==> src/rtl/float_to_log_conv_pkg.sv <==
// Shared float/log format helpers: exponent bias, field widths, log range limits
// and the elaboration-time log2 table generator.
package float_to_log_conv_pkg;

  function automatic int getExpBias(input int expBits);
    return (1 << (expBits - 1)) - 1;
  endfunction

  function automatic int getSignedExponentBits(input int expBits);
    return expBits + 1;
  endfunction

  function automatic int getFractionBits(input int fracBits);
    return fracBits;
  endfunction

  function automatic int getLogExpMax(input int m);
    return (1 << (m - 1)) - 1;
  endfunction

  function automatic int getLogExpMin(input int m);
    return -(1 << (m - 1));
  endfunction

  // log2(1 + idx/2^lBits) scaled by 2^vBits, evaluated only at elaboration time
  function automatic real log2Scaled(input int idx, input int lBits, input int vBits);
    real ratio;
    ratio = 1.0 + real'(idx) / real'(1 << lBits);
    return $ln(ratio) / $ln(2.0) * real'(1 << vBits);
  endfunction

  function automatic int log2FracLut(input int idx, input int lBits, input int vBits);
    return $rtoi(log2Scaled(idx, lBits, vBits));
  endfunction

  function automatic bit log2FracInexact(input int idx, input int lBits, input int vBits);
    return real'(log2FracLut(idx, lBits, vBits)) != log2Scaled(idx, lBits, vBits);
  endfunction

endpackage

==> src/rtl/float_to_log_conv_if.sv <==
// Float-in / unpacked-log-out bundle; out = {sign, isInf, isZero, signedExp[M], logFrac[F]}.
interface float_to_log_conv_if #(
  parameter int EXP  = 8,
  parameter int FRAC = 23,
  parameter int M    = 5,
  parameter int F    = 4
);
  import float_to_log_conv_pkg::*;

  logic                inValid;
  logic [EXP+FRAC:0]   in;
  logic                outValid;
  logic [M+F+2:0]      out;
  logic [2:0]          logTrailingBits;

  modport master (output inValid, in, input outValid, out, logTrailingBits);
  modport slave  (input inValid, in, output outValid, out, logTrailingBits);

endinterface

==> src/rtl/float_to_log_conv_lut.sv <==
// Constant table mapping the top L fraction bits to floor(log2(1.f) * 2^(F+2))
// plus a flag marking entries whose exact value was not an integer.
module linear_to_log_lut
  import float_to_log_conv_pkg::*;
#(
  parameter int L = 8,
  parameter int F = 4
) (
  input  logic [L-1:0] index,
  output logic [F+1:0] value,
  output logic         inexact
);

  logic [F+2:0] rom [2**L];

  for (genvar gi = 0; gi < 2**L; gi++) begin : gRom
    localparam int  ENTRY = log2FracLut(gi, L, F + 2);
    localparam bit  INEXACT = log2FracInexact(gi, L, F + 2);
    assign rom[gi] = {ENTRY[F+1:0], INEXACT};
  end

  assign {value, inexact} = rom[index];

endmodule

==> src/rtl/float_to_log_conv.sv <==
// Float to unpacked log converter: classify, table lookup, range clamp and a
// single output register with guard/sticky bits for later rounding.
module float_to_log_conv
  import float_to_log_conv_pkg::*;
#(
  parameter int EXP                = 8,
  parameter int FRAC               = 23,
  parameter int M                  = 5,
  parameter int F                  = 4,
  parameter int LINEAR_TO_LOG_BITS = 8,
  parameter bit SATURATE_MAX       = 1'b1
) (
  input logic                clock,
  input logic                resetn,
  float_to_log_conv_if.slave io
);

  localparam int L    = LINEAR_TO_LOG_BITS;
  localparam int EW   = getSignedExponentBits(EXP);
  localparam int FW   = getFractionBits(FRAC);
  localparam int BIAS = getExpBias(EXP);

  logic                 inSign;
  logic [EXP-1:0]       inExp;
  logic [FW-1:0]        inFrac;
  logic signed [EW-1:0] unbiasedExp;
  logic                 overflow;
  logic                 underflow;
  logic [L-1:0]         lutIndex;
  logic                 lowSticky;
  logic [F+1:0]         lutValue;
  logic                 lutInexact;

  logic                 nextInf;
  logic                 nextZero;
  logic [M-1:0]         nextExp;
  logic [F-1:0]         nextFrac;
  logic [2:0]           nextTrailing;

  logic                 validReg;
  logic [M+F+2:0]       outReg;
  logic [2:0]           trailingReg;

  assign inSign      = io.in[EXP+FRAC];
  assign inExp       = io.in[EXP+FRAC-1:FRAC];
  assign inFrac      = io.in[FRAC-1:0];
  assign unbiasedExp = signed'(EW'({1'b0, inExp}) - EW'(BIAS));
  assign overflow    = int'(unbiasedExp) > getLogExpMax(M);
  assign underflow   = int'(unbiasedExp) < getLogExpMin(M);

  // Narrow fractions are zero-padded so the table index width stays fixed
  if (L < FW) begin : gIndexTrunc
    assign lutIndex  = inFrac[FW-1 -: L];
    assign lowSticky = |inFrac[FW-L-1:0];
  end else if (L == FW) begin : gIndexExact
    assign lutIndex  = inFrac;
    assign lowSticky = 1'b0;
  end else begin : gIndexPad
    assign lutIndex  = {inFrac, {(L-FW){1'b0}}};
    assign lowSticky = 1'b0;
  end

  linear_to_log_lut #(.L(L), .F(F)) lut (
    .index   (lutIndex),
    .value   (lutValue),
    .inexact (lutInexact)
  );

  always_comb begin
    nextInf      = 1'b0;
    nextZero     = 1'b0;
    nextExp      = '0;
    nextFrac     = '0;
    nextTrailing = '0;
    if (inExp == '0) begin
      nextZero = 1'b1;
    end else if (inExp == '1) begin
      nextInf = 1'b1;
    end else if (overflow) begin
      if (SATURATE_MAX) begin
        nextExp  = M'(getLogExpMax(M));
        nextFrac = '1;
      end else begin
        nextInf = 1'b1;
      end
    end else if (underflow) begin
      // Tiny values clamp to the smallest magnitude instead of collapsing to zero
      nextExp = M'(getLogExpMin(M));
    end else begin
      nextExp      = unbiasedExp[M-1:0];
      nextFrac     = lutValue[F+1:2];
      nextTrailing = {lutValue[1:0], lutInexact | lowSticky};
    end
  end

  always_ff @(posedge clock) begin
    if (!resetn) begin
      validReg    <= 1'b0;
      outReg      <= {3'b001, {(M+F){1'b0}}};
      trailingReg <= 3'b000;
    end else begin
      validReg <= io.inValid;
      if (io.inValid) begin
        outReg      <= {inSign, nextInf, nextZero, nextExp, nextFrac};
        trailingReg <= nextTrailing;
      end
    end
  end

  assign io.outValid        = validReg;
  assign io.out             = outReg;
  assign io.logTrailingBits = trailingReg;

endmodule

==> src/flat_wrapper.sv <==
// flat-port wrapper written by rule: the top's interface ports become plain ports
module float_to_log_conv_flat import float_to_log_conv_pkg::*;
#(
  parameter int EXP                = 8,
  parameter int FRAC               = 23,
  parameter int M                  = 5,
  parameter int F                  = 4,
  parameter int LINEAR_TO_LOG_BITS = 8,
  parameter bit SATURATE_MAX       = 1'b1
)
  (clock, resetn, io_inValid, io_in, io_outValid, io_out, io_logTrailingBits);
  float_to_log_conv_if #(.EXP(EXP), .FRAC(FRAC), .M(M), .F(F)) io_i ();
  input logic clock;
  input logic resetn;
  input wire logic [$bits(io_i.inValid)-1:0] io_inValid;
  input wire logic [$bits(io_i.in)-1:0] io_in;
  output wire logic [$bits(io_i.outValid)-1:0] io_outValid;
  output wire logic [$bits(io_i.out)-1:0] io_out;
  output wire logic [$bits(io_i.logTrailingBits)-1:0] io_logTrailingBits;
  assign io_i.inValid = io_inValid;
  assign io_i.in = io_in;
  assign io_outValid = io_i.outValid;
  assign io_out = io_i.out;
  assign io_logTrailingBits = io_i.logTrailingBits;
  float_to_log_conv #(.EXP(EXP), .FRAC(FRAC), .M(M), .F(F), .LINEAR_TO_LOG_BITS(LINEAR_TO_LOG_BITS), .SATURATE_MAX(SATURATE_MAX)) u_core (.clock(clock), .resetn(resetn), .io(io_i));
endmodule
==> config.mk <==
export PLATFORM = sky130hd
export DESIGN_NAME = float_to_log_conv_flat
export DESIGN_NICKNAME = d
export VERILOG_FILES = /design/src/rtl/float_to_log_conv_pkg.sv /design/src/rtl/float_to_log_conv_if.sv /design/src/rtl/float_to_log_conv_lut.sv /design/src/rtl/float_to_log_conv.sv /design/src/flat_wrapper.sv
export SDC_FILE = /design/constraint.sdc
export NUM_CORES = 1
export LEC_CHECK = 0
export CAP_MARGIN = 20
export CORE_UTILIZATION = 37
export DETAILED_ROUTE_END_ITERATION = 10
export GPL_ROUTABILITY_DRIVEN = 0
export GPL_TIMING_DRIVEN = 0
export HOLD_SLACK_MARGIN = 0.15
export PLACE_DENSITY_LB_ADDON = 0.08
export SYNTH_ARGS = -nofsm -noshare
export SYNTH_HDL_FRONTEND = slang
export SYNTH_SLANG_ARGS = --single-unit
==> constraint.sdc <==
create_clock -name clock -period 3.4 [get_ports clock]
set_input_delay 0.85 -clock clock [delete_from_list [all_inputs] [get_ports clock]]
set_output_delay 0.85 -clock clock [all_outputs]
set_load 0.05 [all_outputs]
==> run metrics, run 1 <==
DR vias 2,476; worst vdd ir 0.125 mV; Starting Density 39.0%; # nets final 384; Core Rows 26; top post-synthesis cells by area dfxtp_1, a21oi_1, o21ai_0; Post-Syn Nets 335; Setup Crit Path Kind input port to flip-flop; pin count of the biggest net entering global routing 11; CP Depth 9; CTS tree built; xor/xnor cell area share of the yosys netlist 2.16%; Clock Latency Late Sink 250 ps; register area share after synthesis 15.8%; worst rel slew slack 62.4%; post-synthesis mux area share 0.985%; Period minus WS final 3010 ps; top-count cell post-synth a21oi_1; Slowest Stage Delay on Critical Path 510 ps; WL final 6.49 mm; htree depth 1; met3 usage 4.55%; worst-path fanout max 7; CP delay by family, top compound AO/OA/AOI/OAI gates; Post-Place Setup Slack -104 ps; RSZ-0062 raised after global routing no; All-Layer GR Usage 22.6%; met1 Resource Use GR 32.9%; fraction of layout instances using a drive strength above 1 6.43%; IO Count 51; root buffer cell clkbuf_8; vias per std cell 6.01; Max clock buf depth 2; layout overhead on the synthesized area 29.0%; CTS Buf Count 3; CP Data Arrival Time 3140 ps; TritonRoute pass-1 iters 5; Static Leak 0.923 nW; top cell type's share of synthesized area 15.8%; Slowest-stage cell, CP clkdlybuf4s50_1; HP Start u_core.io.out[5]; antenna diode count 0; number of synthesized register bits 16; post-synthesis compound-gate area fraction 40.9%; initial antenna violation count 0; final-report setup violation count 0; hold path cells 2; Most Used Layer, Global Route met2; die width 76.1 um; worst path bufs/invs 2; cells along the critical path clkdlybuf4s50_1 -> ha_1 -> and3_1 -> buf_6 -> a211oi_2 -> a41oi_1 -> o32a_4 -> and2_4 -> o31a_1; Synth Flop Type dfxtp_1; synthesized cell area 2030 um2; Hold EP u_core.io.out[5]; Cell Pwr Density 261 nW/um2; CP required 3540 ps; worst r2r path cells 6; Die Ht 76.1 um; # port buffers 45; first-pass GRT wire length 10.8 mm; synth cell count leaders a21oi_1, o21ai_0, nor2_1; Routed WL per cell 15.8 um; Hold Crit Class flip-flop to flip-flop; Final WS setup 392 ps; global-route met2 utilization 32.9%; Worst Tran Pin Value 564 ps; hpwl dp 4.87 mm; number of synthesized flops with an enable pin 0; # DRC 0; status finished, final reports clean; CTS hold repair buffers 0; post-synthesis cell type count 68; Fin. Hold Viols 0; Syn Area/Cell 6.91 um2; Slew Viols, Final 0; grt ovf 0; Worst R2R End u_core.io.logTrailingBits[1]; Cells after Synth 294; Util after Layout 50.4%; synthesized-area fraction occupied by adder cells 4.19%; # clock sinks 16; initial drt markers 262; Max Freq 332 MHz; fin crit share 88.5%; max_cap viols 0; r2r setup slk 2210 ps; Simple-Gate Fraction of Synth Area 27.3%; largest family of logic cells by synthesized area compound AO/OA/AOI/OAI gates; Startpoint Class input port; area leader, netlist dfxtp_1; core area 5200 um2; via count of the first global-routing pass 2,189; Yosys warnings 0; worst reg2reg startpoint u_core.io.logTrailingBits[1]; Layout Skew 0 ps; async set or reset register ratio after synthesis 0%; DIE AREA 5790 um2; crit end category flip-flop; remaining antenna violation count 0; clk slew on worst S/H paths 60 ps
worst register-to-register path, stage by stage (launching register included):
cell and delay [ps]:
dfxtp_1 310, nand2b_1 90, nor2_1 50, a31oi_1 140
o31ai_1 90, a221oi_1 250, a221oi_1 130
per-stage QoR:
stage | setup TNS (ps) | area [um2] | total power [mW] | hold slack [ps] | std cells
floorplan | 0 | 2030 | 0.409 | 690 | 294
global placement | -92.5 | 2570 | 0.518 | 450 | 409
detailed placement | -104 | 2570 | 0.517 | 457 | 409
finish | 0 | 2620 | 0.684 | 466 | 412
CTS | 0 | 2630 | 0.684 | 468 | 413
global route | 0 | 2620 | 0.726 | 488 | 412
sequential cells by signal (all words and copies together) (netlist names):
register / flops
u_core.io.out: 12
u_core.io.logTrailingBits: 3
u_core.io.outValid: 1
layout by cell type (no fill, tap or decap), types with 6 or more instances in the layout:
| cell type | count |
|---|---|
| clkdlybuf4s50_1 | 45 |
| a21oi_1 | 27 |
| o21ai_0 | 25 |
| nor2_1 | 22 |
| clkbuf_1 | 20 |
| nand2_1 | 19 |
| dfxtp_1 | 16 |
| nand3_1 | 13 |
| nor2b_1 | 12 |
| a31oi_1 | 10 |
| nand2b_1 | 9 |
| inv_1 | 8 |
| buf_2 | 7 |
| o211ai_1 | 6 |
| ha_1 | 6 |
layout make-up:
type / count / area [um2]
multi-input combinational: 237 / 1530
timing repair buffer: 45 / 450
fill: 519 / 2580
sequential: 16 / 320
tap: 70 / 87.6
buffer: 30 / 136
clock buffer: 4 / 55.1
inverter: 10 / 37.5
layer usage:
| metal | vias up | routed length [um] |
|---|---|---|
| met1 | 1125 | 3110 |
| met5 | - | 0 |
| met4 | 0 | 86 |
| li1 | 1202 | - |
| met3 | 13 | 630 |
| met2 | 136 | 2660 |
power breakdown:
part / internal (mW) / switching, mW
combinational: 0.126 / 0.187
sequential: 0.199 / 0.00567
clock: 0.103 / 0.0636
worst max path at each step:
| stage | startpoint | end | slack, ps |
|---|---|---|---|
| global placement | io_in[16] | u_core.io.logTrailingBits[1] | -90 |
| CTS | io_in[16] | u_core.io.logTrailingBits[1] | 160 |
| finish | io_in[24] | u_core.io.out[2] | 390 |
| global route | io_in[24] | u_core.io.logTrailingBits[2] | 210 |
| floorplan | io_in[23] | u_core.io.out[2] | 810 |
| detailed placement | io_in[16] | u_core.io.logTrailingBits[1] | -100 |
cells by family (layout without fill, tap and decap cells):
family / Yosys count / after routing
fa+ha+maj: 7 / 7
mux: 2 / 2
buf+inv: 41 / 89
simple gates: 104 / 104
flops: 16 / 16
xor+xnor: 5 / 5
compound gates: 119 / 119
repair_timing:
action | CTS | global route
setup endpoints to repair | 0 | 2
setup buffers | 0 | 0
resized for setup | 0 | 0
Power figures use the tool's default switching activity.
==> run 2, diff against run 1 <==
--- a/config.mk
+++ b/config.mk
@@ -6,7 +6,7 @@
 export NUM_CORES = 1
 export LEC_CHECK = 0
 export CAP_MARGIN = 20
-export CORE_UTILIZATION = 37
+export CORE_UTILIZATION = 54
 export DETAILED_ROUTE_END_ITERATION = 10
 export GPL_ROUTABILITY_DRIVEN = 0
 export GPL_TIMING_DRIVEN = 0
==> run 2 against run 1 <==
Against the previous run: non-clock buffer count unchanged; combinational power barely moved; hold slack improved by 0.62 ps; first-iteration DRC count up 9.5%; critical endpoint is now u_core.io.logTrailingBits[2].
==> run metrics, run 2 (same netlist as run 1, synthesis figures left out) <==
status finished, final reports clean; # nets final 384 (unchanged); Util after Layout 74.7% (+24 points); CP Data Arrival Time 3130 ps (about the same); vias per std cell 6.63 (+10%); CTS hold repair buffers 0 (unchanged); Clock Latency Late Sink 250 ps (about the same); Slew Viols, Final 0 (unchanged); # clock sinks 16 (unchanged); Worst R2R End u_core.io.logTrailingBits[1]; # port buffers 45 (unchanged); leading cell types in the layout, fill and taps excluded clkdlybuf4s50_1, a21oi_1, o21ai_0; All-Layer GR Usage 33.7% (+11 points); hpwl dp 4.93 mm (+1.2%); worst-path fanout max 10 (+3); via count of the first global-routing pass 2,252 (+2.9%); Slowest-stage cell, CP clkdlybuf4s50_1; Max clock buf depth 2 (unchanged); r2r setup slk 2150 ps (-60 ps); Setup crit start io_in[17]; CTS tree built; first-pass GRT wire length 11.0 mm (+1.5%); RSZ-0062 raised after global routing no; Routed WL per cell 16.9 um (+7.5%); CP required 3530 ps (about the same); die width 63.3 um (-17%); fin crit share 88.1% (-0.32 points); Die Ht 63.3 um (-17%); hold path cells 2 (unchanged); Layout Skew 0 ps (unchanged); Fin. Hold Viols 0 (unchanged); commonest non-fill, non-tap cell in the layout clkdlybuf4s50_1; fraction of layout instances using a drive strength above 1 6.43% (unchanged); Hold Crit Class flip-flop to flip-flop; core area 3470 um2 (-33%); Startpoint Class input port; number of flip-flops in the largest register 12 (unchanged); Starting Density 58.6% (+20 points); CTS Buf Count 3 (unchanged); worst reg2reg startpoint u_core.io.logTrailingBits[1]; Period minus WS final 3000 ps (-10.8 ps); Core Rows 21 (-19%); worst r2r path cells 6 (unchanged); crit end category flip-flop; root buffer cell clkbuf_8; Resized cells post-CTS 0 (unchanged); remaining antenna violation count 0 (unchanged); Max Freq 334 MHz (+0.36%); worst vdd ir 0.149 mV (+19%); Worst Tran Pin Value 536 ps (-28.5 ps); WL final 6.57 mm (+1.3%); initial drt markers 287 (+9.5%); initial antenna violation count 0 (unchanged); pin count of the biggest net entering global routing 11 (unchanged); multi-input combinational cell area 1530 um2 (unchanged); Hold EP u_core.io.out[5]; Power Total 0.689 mW (+0.69%); Reg area 320 um2 (unchanged); Slowest Stage Delay on Critical Path 550 ps (+40 ps); Setup Crit Path Kind input port to flip-flop; DR vias 2,572 (+3.9%); max_cap viols 0 (unchanged); htree depth 1 (unchanged); layout overhead on the synthesized area 27.5%; cells along the critical path clkdlybuf4s50_1 -> buf_2 -> inv_1 -> ha_1 -> mux2i_1 -> a221oi_1 -> a21oi_1 -> o32ai_1 -> o41ai_2; TritonRoute pass-1 iters 5 (unchanged); worst rel slew slack 64.3% (+1.9 points); placed cell areas 2540 um2 (-1.2%); HP Start u_core.io.out[5]; IO Count 51 (unchanged); clk slew on worst S/H paths 60 ps (about the same); Filler cells 309 (-40%); Static Leak 0.923 nW (unchanged); DIE AREA 4010 um2 (-31%); # DRC 0 (unchanged); final-report setup violation count 0 (unchanged); Layout Cell Area excl Fill 2590 um2 (-1.1%); grt ovf 0 (unchanged); antenna diode count 0 (unchanged); Cell Pwr Density 266 nW/um2 (+1.9%)
[run 2: cell counts in the layout (fill, tap and decap cells not counted)]
Identical to the previous run, type by type.
[run 2: report_power, final]
part,switching [mW],internal (mW),total (mW)
combinational,0.190,0.126,0.316
sequential,0.00626,0.199,0.206
clock,0.0642,0.103,0.167
total,0.261,0.428,0.689
[run 2: layout make-up]
class                   count  share of cell area, %
flip-flops and latches     16                   12.4
well taps                  46                   2.22
inverters                  10                   1.45
multi-input cells         237                   59.2
clock buffers               4                   2.12
plain buffers              30                   5.26
repair buffers             45                   17.4
[run 2: worst max path at each step]
stage,cells after the start,endpoint
floorplan,8,u_core.io.out[2]
global placement,10,u_core.io.logTrailingBits[1]
detailed placement,10,u_core.io.logTrailingBits[1]
CTS,10,u_core.io.logTrailingBits[1]
global route,9,u_core.io.logTrailingBits[2]
finish,9,u_core.io.logTrailingBits[2]
[run 2: metal layers]
metal	vias to the layer above	share of wire [%]	track usage (%)	routed length, um
met5	-	0	0	0
met1	1138	40	45.8	2620
met3	33	13	7.97	864
li1	1216	-	-	-
met4	0	2.7	7.39	180
met2	185	44	53.5	2910
[run 2: repair_timing]
action,4_1_cts,5_1_grt
setup buffers,0,0
hold endpoints to repair,0,0
endpoints found under the setup margin,0,1
[run 2: worst max-delay path, delay by kind of cell]
kind,cells,cell delay (ps)
multiplexers,1,150
AO/OA/AOI/OAI,4,860
buffers and inverters,3,940
adder cells (fa/ha/maj),1,330
[run 2: metrics by stage]
stage                     hold slack, ps  std cells  setup WS (ps)  setup TNS, ps
final                                467        388            403              0
after global placement               449        385          -28.9          -28.9
after detailed placement             461        385          -42.6          -42.6
after global routing                 484        388            186              0
after floorplan                      690        294            810              0
after CTS                            469        389            206              0
